--- config.mk ---
export PLATFORM = sky130hd
export DESIGN_NAME = nes_pad_scanner
export DESIGN_NICKNAME = d
export VERILOG_FILES = /design/src/rtl/nes_pkg.sv /design/src/rtl/nes_button_tracker.sv /design/src/rtl/nes_pad_scanner.sv
export SDC_FILE = /design/constraint.sdc
export NUM_CORES = 1
export LEC_CHECK = 0
export BUFFER_PORTS_ARGS = -buffer_cell sky130_fd_sc_hd__buf_2
export CELL_PAD_IN_SITES_DETAIL_PLACEMENT = 1
export CELL_PAD_IN_SITES_GLOBAL_PLACEMENT = 2
export CORE_MARGIN = 1.5
export CORE_UTILIZATION = 38
export DETAILED_ROUTE_END_ITERATION = 8
export PLACE_DENSITY = 0.86
export SETUP_SLACK_MARGIN = 0.2
export SLEW_MARGIN = 5
export SYNTH_ARGS = -nofsm -noshare
export SYNTH_HDL_FRONTEND = slang
export SYNTH_SLANG_ARGS = --single-unit
--- constraint.sdc ---
create_clock -name clk -period 3 [get_ports clk]
set_input_delay 0.45 -clock clk [delete_from_list [all_inputs] [get_ports clk]]
set_output_delay 0.45 -clock clk [all_outputs]
set_load 0.1 [all_outputs]
--- src/rtl/nes_pkg.sv ---
// Shared definitions for the NES pad scanner: button indices, scan FSM
// encoding and the auto-repeat counter width helper.
package nes_pkg;

  localparam int BTN_A      = 0;
  localparam int BTN_B      = 1;
  localparam int BTN_SELECT = 2;
  localparam int BTN_START  = 3;
  localparam int BTN_UP     = 4;
  localparam int BTN_DOWN   = 5;
  localparam int BTN_LEFT   = 6;
  localparam int BTN_RIGHT  = 7;

  typedef enum logic [2:0] {
    IDLE,
    LATCH,
    CLK_LO,
    CLK_HI,
    UPDATE
  } nes_state_t;

  // The repeat counter has to hold values up to repeat_delay.
  function automatic int rep_cnt_width(input int repeat_delay);
    return $clog2(repeat_delay + 1);
  endfunction

endpackage

--- src/rtl/nes_button_tracker.sv ---
// Per-pad button state: latches each completed sample, emits press edges
// and auto-repeat events for the buttons selected by REPEAT_MASK.
module nes_button_tracker
  import nes_pkg::*;
#(
  parameter logic [7:0] REPEAT_MASK  = 8'hE0,
  parameter int         REPEAT_DELAY = 16,
  parameter int         REPEAT_RATE  = 6
) (
  input  logic       clk,
  input  logic       reset,
  input  logic       update,
  input  logic [7:0] sample,
  output logic [7:0] buttons,
  output logic [7:0] press_evt
);

  localparam int CW = rep_cnt_width(REPEAT_DELAY);
  localparam logic [CW-1:0] DELAY_C  = CW'(REPEAT_DELAY);
  localparam logic [CW-1:0] RELOAD_C = CW'(REPEAT_DELAY - REPEAT_RATE);

  logic [CW-1:0] rep_cnt  [8];
  logic [CW-1:0] rep_next [8];
  logic [7:0]    rep_fire;
  logic [7:0]    edge_evt;

  assign edge_evt = sample & ~buttons;

  // rep_cnt holds polls since the last event; reloading to DELAY-RATE after
  // a repeat makes later events land every REPEAT_RATE polls.
  always_comb begin
    for (int i = 0; i < 8; i++) begin
      // NOTE: every always_comb output gets a default first so no path leaves it unassigned (no latch).
      rep_fire[i] = 1'b0;
      rep_next[i] = rep_cnt[i];
      if (!REPEAT_MASK[i] || !sample[i] || edge_evt[i]) begin
        rep_next[i] = '0;
      end else if (rep_cnt[i] + CW'(1) == DELAY_C) begin
        rep_fire[i] = 1'b1;
        rep_next[i] = RELOAD_C;
      end else begin
        rep_next[i] = rep_cnt[i] + CW'(1);
      end
    end
  end

  always_ff @(posedge clk) begin
    if (reset) begin
      buttons   <= '0;
      press_evt <= '0;
      // NOTE: this counter array is small control state, so it is reset; bulk data RAMs would not be.
      for (int i = 0; i < 8; i++) rep_cnt[i] <= '0;
    end else begin
      // NOTE: sequential state uses non-blocking assignments so every register sees pre-edge values.
      press_evt <= '0;
      if (update) begin
        buttons   <= sample;
        press_evt <= edge_evt | rep_fire;
        for (int i = 0; i < 8; i++) rep_cnt[i] <= rep_next[i];
      end
    end
  end

endmodule

--- src/rtl/nes_pad_scanner.sv ---
// Multi-pad NES controller scanner: drives the shared latch/clock, shifts in
// every pad in parallel and raises a Start+Select hold-to-reset request.
module nes_pad_scanner
  import nes_pkg::*;
#(
  parameter int         NUM_PADS     = 2,
  parameter int         HALF_BIT     = 300,
  parameter int         POLL_PERIOD  = 833333,
  parameter logic [7:0] REPEAT_MASK  = 8'hE0,
  parameter int         REPEAT_DELAY = 16,
  parameter int         REPEAT_RATE  = 6,
  parameter int         HOLD_RESET   = 60
) (
  input  logic                  clk,
  input  logic                  reset,
  input  logic [NUM_PADS-1:0]   nes_data,
  output logic                  nes_latch,
  output logic                  nes_clock,
  output logic [8*NUM_PADS-1:0] buttons,
  output logic [8*NUM_PADS-1:0] press_evt,
  output logic                  frame_valid,
  output logic                  nes_reset
);

  localparam int PW  = $clog2(2 * HALF_BIT);
  localparam int PCW = $clog2(POLL_PERIOD);
  localparam int HW  = $clog2(HOLD_RESET + 1);
  localparam logic [PW-1:0]  LATCH_LAST = PW'(2 * HALF_BIT - 1);
  localparam logic [PW-1:0]  PHASE_LAST = PW'(HALF_BIT - 1);
  localparam logic [PCW-1:0] POLL_LAST  = PCW'(POLL_PERIOD - 1);
  localparam logic [HW-1:0]  HOLD_C     = HW'(HOLD_RESET);

  nes_state_t     state;
  logic [PW-1:0]  phase_cnt;
  logic [2:0]     bit_idx;
  logic [PCW-1:0] poll_cnt;
  logic [6:0]     shift_q [NUM_PADS];
  logic           sample_strobe;
  logic [HW-1:0]  hold_cnt;
  logic           hold_lock;

  // Bit 7 bypasses the shift register so results appear the cycle after the last sample.
  assign sample_strobe = (state == CLK_LO) && (phase_cnt == PHASE_LAST) && (bit_idx == 3'd7);

  always_ff @(posedge clk) begin
    if (reset || poll_cnt == POLL_LAST) poll_cnt <= '0;
    else                                poll_cnt <= poll_cnt + PCW'(1);
  end

  always_ff @(posedge clk) begin
    if (reset) begin
      state       <= IDLE;
      nes_latch   <= 1'b0;
      nes_clock   <= 1'b0;
      frame_valid <= 1'b0;
      phase_cnt   <= '0;
      bit_idx     <= '0;
      for (int p = 0; p < NUM_PADS; p++) shift_q[p] <= '0;
    end else begin
      frame_valid <= 1'b0;
      case (state)
        IDLE: begin
          if (poll_cnt == '0) begin
            state     <= LATCH;
            nes_latch <= 1'b1;
            phase_cnt <= '0;
          end
        end
        LATCH: begin
          if (phase_cnt == LATCH_LAST) begin
            state     <= CLK_LO;
            nes_latch <= 1'b0;
            phase_cnt <= '0;
            bit_idx   <= '0;
          end else begin
            phase_cnt <= phase_cnt + PW'(1);
          end
        end
        CLK_LO: begin
          if (phase_cnt == PHASE_LAST) begin
            phase_cnt <= '0;
            for (int p = 0; p < NUM_PADS; p++) shift_q[p] <= {~nes_data[p], shift_q[p][6:1]};
            if (bit_idx == 3'd7) begin
              state       <= UPDATE;
              frame_valid <= 1'b1;
            end else begin
              state     <= CLK_HI;
              nes_clock <= 1'b1;
            end
          end else begin
            phase_cnt <= phase_cnt + PW'(1);
          end
        end
        CLK_HI: begin
          if (phase_cnt == PHASE_LAST) begin
            state     <= CLK_LO;
            nes_clock <= 1'b0;
            phase_cnt <= '0;
            bit_idx   <= bit_idx + 3'd1;
          end else begin
            phase_cnt <= phase_cnt + PW'(1);
          end
        end
        UPDATE:  state <= IDLE;
        default: state <= IDLE;
      endcase
    end
  end

  for (genvar p = 0; p < NUM_PADS; p++) begin : g_pad
    nes_button_tracker #(
      .REPEAT_MASK  (REPEAT_MASK),
      .REPEAT_DELAY (REPEAT_DELAY),
      .REPEAT_RATE  (REPEAT_RATE)
    ) u_tracker (
      .clk       (clk),
      .reset     (reset),
      .update    (sample_strobe),
      .sample    ({~nes_data[p], shift_q[p]}),
      .buttons   (buttons[8*p +: 8]),
      .press_evt (press_evt[8*p +: 8])
    );
  end

  // hold_lock keeps the request from re-firing until Start and Select are both let go.
  always_ff @(posedge clk) begin
    if (reset) begin
      hold_cnt  <= '0;
      hold_lock <= 1'b0;
      nes_reset <= 1'b0;
    end else begin
      nes_reset <= 1'b0;
      if (state == UPDATE) begin
        if (buttons[BTN_START] && buttons[BTN_SELECT]) begin
          if (!hold_lock) begin
            if (hold_cnt + HW'(1) == HOLD_C) begin
              nes_reset <= 1'b1;
              hold_lock <= 1'b1;
              hold_cnt  <= '0;
            end else begin
              hold_cnt <= hold_cnt + HW'(1);
            end
          end
        end else begin
          hold_cnt <= '0;
          if (!buttons[BTN_START] && !buttons[BTN_SELECT]) hold_lock <= 1'b0;
        end
      end
    end
  end

endmodule

# Word-level counts from Yosys, hierarchy flattened
# Memories as Yosys holds them, arrays and structs flattened.
# Cells that the tools add are included.
[word_totals]
out_inout_bits = 36
latchBits = 0
in_bits = 4
word_cells = 193
ramBits = 94
mem_bits_ro = 0
mem_count = 3
register_bits = 79
[memory_table]
columns = ["name", "depth", "width", "rd", "rd_ports_with_merged_regs", "write_ports", "line", "rtl"]
rows = [
  ["g_pad[0].u_tracker.rep_cnt", 8, 5, 3, 0, 8, "nes_button_tracker.sv:22", "logic [CW-1:0] rep_cnt [8];"],
  ["g_pad[1].u_tracker.rep_cnt", 8, 5, 3, 0, 8, "nes_button_tracker.sv:22", ""],
  ["shift_q", 2, 7, 2, 0, 2, "nes_pad_scanner.sv:37", "logic [6:0] shift_q [NUM_PADS];"],
]
[classes]
n_div = 0
magnitude_cmp = 0
muxes = 79
mul = 0
addsub = 10
n_reduce_logical = 35
eq_ne = 21
n_shift = 0
bitwise_logic = 31
[ops]
columns = ["cell", "count"]
rows = [
  ["$mux W5", 28],
  ["$mux W1", 31],
  ["$add A5 B1 Y5 const B", 6],
  ["$eq A5 B5 Y1 const B", 6],
  ["$mux W10", 3],
  ["$pmux W10 S3", 1],
  ["$mux W3", 7],
  ["$add A20 B1 Y20 const B", 1],
  ["$eq A20 B20 Y1 const B", 1],
  ["$logic_not A20 Y1", 1],
  ["$mux W6", 3],
  ["$or A1 B1 Y1", 18],
  ["$and A8 B8 Y8", 2],
  ["$not A8 Y8", 2],
  ["$or A8 B8 Y8", 2],
  ["$mux W7", 2],
  ["$pmux W3 S4", 1],
  ["$add A10 B1 Y10 const B", 1],
  ["$eq A10 B10 Y1 const B", 1],
  ["$eq A10 B9 Y1 const B", 1],
  ["$ne A2 B2 Y1 const B", 5],
  ["$reduce_and A4 Y1", 2],
  ["$reduce_bool A2 Y1", 4],
  ["$logic_or A1 B1 Y1", 7],
  ["19 further kinds", 40],
]

# Depth between registers and ports, before layout
[depth]
depth_word = 7
depth_mapped = 9
ltp_nobuf = 7

# Cells and area by module
# From an unflattened synthesis, not the netlist that was laid out.
[hier_totals]
cells_unflattened = 601
area_unflattened_um2 = 5900.7
[by_module_without_submodules]
columns = ["module", "area_each_um2", "instances", "seq_area_each_um2", "cells_each"]
rows = [
  ["nes_pad_scanner", 2931.6, 1, 1361.3, 317],
  ["nes_button_tracker at g_pad[0].u_tracker", 1506.4, 1, 770.7, 150],
  ["nes_button_tracker at g_pad[1].u_tracker", 1462.7, 1, 770.7, 134],
]

# Worst setup path before layout
# Ideal clock, no wire load.
[synth_path]
path_kind = "register -> register"
start = "reg phase_cnt[0]"
end = "mem g_pad[0].u_tracker.rep_cnt[1][10] (netlist bit), enable pin"
setup_slack_ps = 557
path_buffers = 1
required_ps = 2608
t_arrival_ps = 2052
path_stages_with_launch = 7
period_less_slack_ps = 2443
setup_ps = 392
path_cell_list = "dfxtp_1 ha_1 and3_1 and4_1 buf_4 nand4_1 nand2b_1"
[synth_lines]
columns = ["item", "line", "rtl"]
rows = [
  ["start: declaration", "nes_pad_scanner.sv:34", "logic [PW-1:0] phase_cnt;"],
  ["start signal: assignment", "nes_pad_scanner.sv:76", "phase_cnt <= phase_cnt + PW'(1);"],
  ["start signal: assignment", "nes_pad_scanner.sv:91", "phase_cnt <= phase_cnt + PW'(1);"],
  ["start signal: assignment", "nes_pad_scanner.sv:101", "phase_cnt <= phase_cnt + PW'(1);"],
  ["end: declaration", "nes_button_tracker.sv:22", ""],
]

# Worst setup path in the final report
[layout_path]
start = "reg phase_cnt[1]"
end = "reg g_pad[0].u_tracker.buttons[7]"
[layout_between]
elab_chain_cells = 3
[layout_rtl]
columns = ["item", "line", "rtl"]
rows = [
  ["$eq A10 B9 Y1", "nes_pad_scanner.sv:43", "assign sample_strobe = (state == CLK_LO) && (phase_cnt == PHASE_LAST) && (bit_idx == 3'd7);"],
  ["$logic_and A1 B1 Y1 (2 in a row)", "nes_pad_scanner.sv:43", ""],
  ["end signal: assignment", "nes_button_tracker.sv:57", "buttons <= sample;"],
  ["end: declaration", "nes_button_tracker.sv:14", "output logic [7:0] buttons,"],
]
# Every way passes these cells.
# A chain may end at the register's enable or synchronous reset.

==> impl_metrics.tcl <==
set metrics [dict create \
    grt_pass1_vias 4621 \
    drv_cap 0 \
    grt_usage_pct 18.3 \
    n_fill_cell 1654 \
    layout_min_cycle_time_ps 2430 \
    postPlaceCellArea_mm2 0.00596 \
    grt_start_max_net_pins 31 \
    clock-sinks 123 \
    wirelength_mm 13.4 \
    place_congestion 0.787 \
    post-route-period-util_pct 81.1 \
    syn-num-nets 601 \
    netlist_instances 583 \
    crit_top_cell "and4_1" \
    cts_hold_buf 0 \
    clk_path_buf_depth 2 \
    finalClockSkew_ps 5.29 \
    syn_area_per_cell_um2 9.63 \
    ctsResizeCount 0 \
    power_uw 4060 \
    layout-drive-gt1-share_pct 13.0 \
    synthFlopType "dfxtp_1" \
    die_h_um 125 \
    cpMaxStageDelayCell "and4_1" \
    io_pins 40 \
    cp_data_arrival_time_ps 2750 \
    stdcell_area_mm2 0.00657 \
    setup_violations 0 \
    post_cts_buffers 0 \
    drtIter0Drc 227 \
    clock_latency_ps 410 \
    synth_cell_types 57 \
    h-tree-depth 4 \
    numPortBuffers 39 \
    grt_antenna_before_repair 0 \
    whs_ps 272 \
    path_cells "ha_1, and3_1, and4_1, buf_4, and4_1, nor2_1, a211oi_1" \
    post_drt_via_cell_ratio 5.41 \
    worst_slew_pin_slew_ps 1100 \
    drtPass1Iterations 4 \
    r2r_slack_ps 570 \
    postRouteAntennaNets 0 \
    holdCritPathClass "in -> reg" \
    async_reset_ff_share_pct 0 \
    cp_top_family "simple AND/OR/NAND/NOR gates" \
    synth_seq_cells 123 \
    design.core.area_mm2 0.0145 \
    cp.required_ps 3320 \
    rsz0062_at_grt "no" \
    synth_edf_count 44 \
    clock.fmax_ghz 0.411 \
    route.detailed.drc 0 \
    start_kind "flop" \
    cts.root.buffer_cell "clkbuf_16" \
    slew_violations 0 \
    hold_violations 0 \
    status "finished clean" \
    grt_pass1_wl_mm 23.0 \
    overflow 0 \
    vdd_ir_drop_max_mv 0.377 \
    start_util_pct 38.8 \
    cp-end-kind "flop" \
    num_rows 44 \
    synth_area_mm2 0.00561 \
    cts_buffers 17 \
    wl_per_cell_um 16.3 \
    slew_headroom_pct 25.8 \
    cp_num_buf_inv 1 \
    fin_setup_tns_ps 0 \
    crit_path_max_fanout 18 \
    syn_to_final_growth_pct 17.1 \
    leakagePower_uw 0.00250 \
    worst-setup-path-type "reg -> reg" \
    nets 644 \
    final-seq-area_mm2 0.00290 \
    synth_seq_area_share_pct 51.7 \
    synth_warnings 0 \
    detailed_place_hpwl_mm 9.25 \
    clk_pin_slew_worst_paths_ps 60 \
    slowest_delay_ps 650 \
    die_area_mm2 0.0155 \
    diodes 0 \
    multi_input_area_mm2 0.00251 \
    vias 4444 \
    cts_tree "built" \
    power_density_mw_per_mm2 618 \
    die_w_um 125 \
]
==> final cells by class <==
| type | instances | share of cell area (%) |
|---|---|---|
| well taps | 184 | 3.50 |
| flip-flops and latches | 123 | 44.2 |
| clock inverters | 11 | 2.15 |
| inverters | 20 | 1.14 |
| repair buffers | 45 | 3.66 |
| multi-input cells | 419 | 38.3 |
| clock buffers | 20 | 7.12 |
==> state kept, by name (all words and copies together) (netlist names) <==
name	cells
frame_valid	1
state	3
nes_latch	1
bit_idx	3
g_pad.u_tracker.press_evt	16
g_pad.u_tracker.rep_cnt	30
poll_cnt	20
nes_clock	1
hold_lock	1
nes_reset	1
hold_cnt	6
phase_cnt	10
g_pad.u_tracker.buttons	16
shift_q	14
==> per-stage QoR <==
stage | util (%) | std cells | setup WS, ps
5_1_grt | 45.4 | 822 | 344
6_report | 45.4 | 822 | 568
4_1_cts | 45.4 | 822 | 541
2_1_floorplan | - | 583 | 557
3_5_place_dp | 41.2 | 791 | 555
3_3_place_gp | 41.2 | 791 | 720
==> routing by layer <==
layer / track usage (%) / part of all wire, % / up-vias
met3: 4.25 / 2.6 / 21
li1: - / - / 2192
met5: 0 / 0 / -
met2: 31.4 / 50 / 57
met4: 6.63 / 1.7 / 0
met1: 22.4 / 45 / 2174
==> synth_stat cells (2+ instances only) <==
cell type,count,area share [%]
dfxtp_1,79,28
nor2_1,65,4.3
nand2_1,62,4.1
edfxtp_1,44,24
a21oi_1,42,3.7
nand3_1,23,2.1
nor3_1,23,2.1
inv_1,19,1.3
xor2_1,19,3.0
and3_1,18,2.0
nor3b_1,18,2.4
nand4_1,17,1.9
o21ai_0,15,1.3
ha_1,14,3.1
clkbuf_1,13,0.87
xnor2_1,12,1.9
nor2b_1,9,1.0
and4_1,8,1.2
a211o_1,6,0.94
a211oi_1,5,0.67
and2_1,5,0.56
nor4_1,5,0.56
a32oi_1,4,0.62
buf_6,4,0.80
nand3b_1,4,0.54
a22o_1,3,0.47
a22oi_1,3,0.40
a31oi_1,3,0.33
nand2b_1,3,0.33
or3_1,3,0.33
a21o_1,2,0.27
a41oi_1,2,0.31
buf_4,2,0.27
mux2_2,2,0.40
nor4b_1,2,0.31
o2111ai_1,2,0.31
o211ai_1,2,0.27
or2_2,2,0.22
==> report_power, final <==
group	internal, µW	switching, µW	total (µW)
Sequential	1760	44.6	1810
Clock	1370	740	2110
Combinational	49.0	98.7	148
Total	3180	883	4060
==> logic make-up after synthesis <==
logic type	after synthesis	share of synthesized area (%)
XOR/XNOR	31	4.84
adder cells (fa/ha/maj)	14	3.12
flip-flops	123	51.7
AO/OA/AOI/OAI	95	10.6
multiplexers	3	0.580
AND/OR/NAND/NOR	276	25.7
buffers and inverters	41	3.46
==> worst paths after layout <==
check / startpoint / end / cells past startpoint
worst max-delay path: phase_cnt[1]$_SDFFE_PP0P_ / g_pad[0].u_tracker.buttons[7]$_SDFFE_PP0P_ / 7
worst min-delay path: nes_data[1] / g_pad[1].u_tracker.press_evt[7]$_SDFF_PP0_ / 2
worst max register to register: phase_cnt[1]$_SDFFE_PP0P_ / g_pad[0].u_tracker.buttons[7]$_SDFFE_PP0P_ / 7
worst min register to register: poll_cnt[0]$_SDFF_PP0_ / poll_cnt[0]$_SDFF_PP0_ / 1
==> layout by cell type, fill, tap and decap left out, drive strengths merged, types with 5 or more instances in the layout <==
master and n:
edfxtp 44, nor3 23, a211o 6, a21oi 42, xor2 19, nand2 62, nor3b 18, nand4 17
and3 18, inv 20, nor4 6, nand3 23, clkbuf 20, ha 14, xnor2 12, and4 8
dfxtp 79, clkinv 6, nor2 65, and2 5, a211oi 5, buf 45, nor2b 9, o21ai 15
Power figures use the tool's default switching activity.
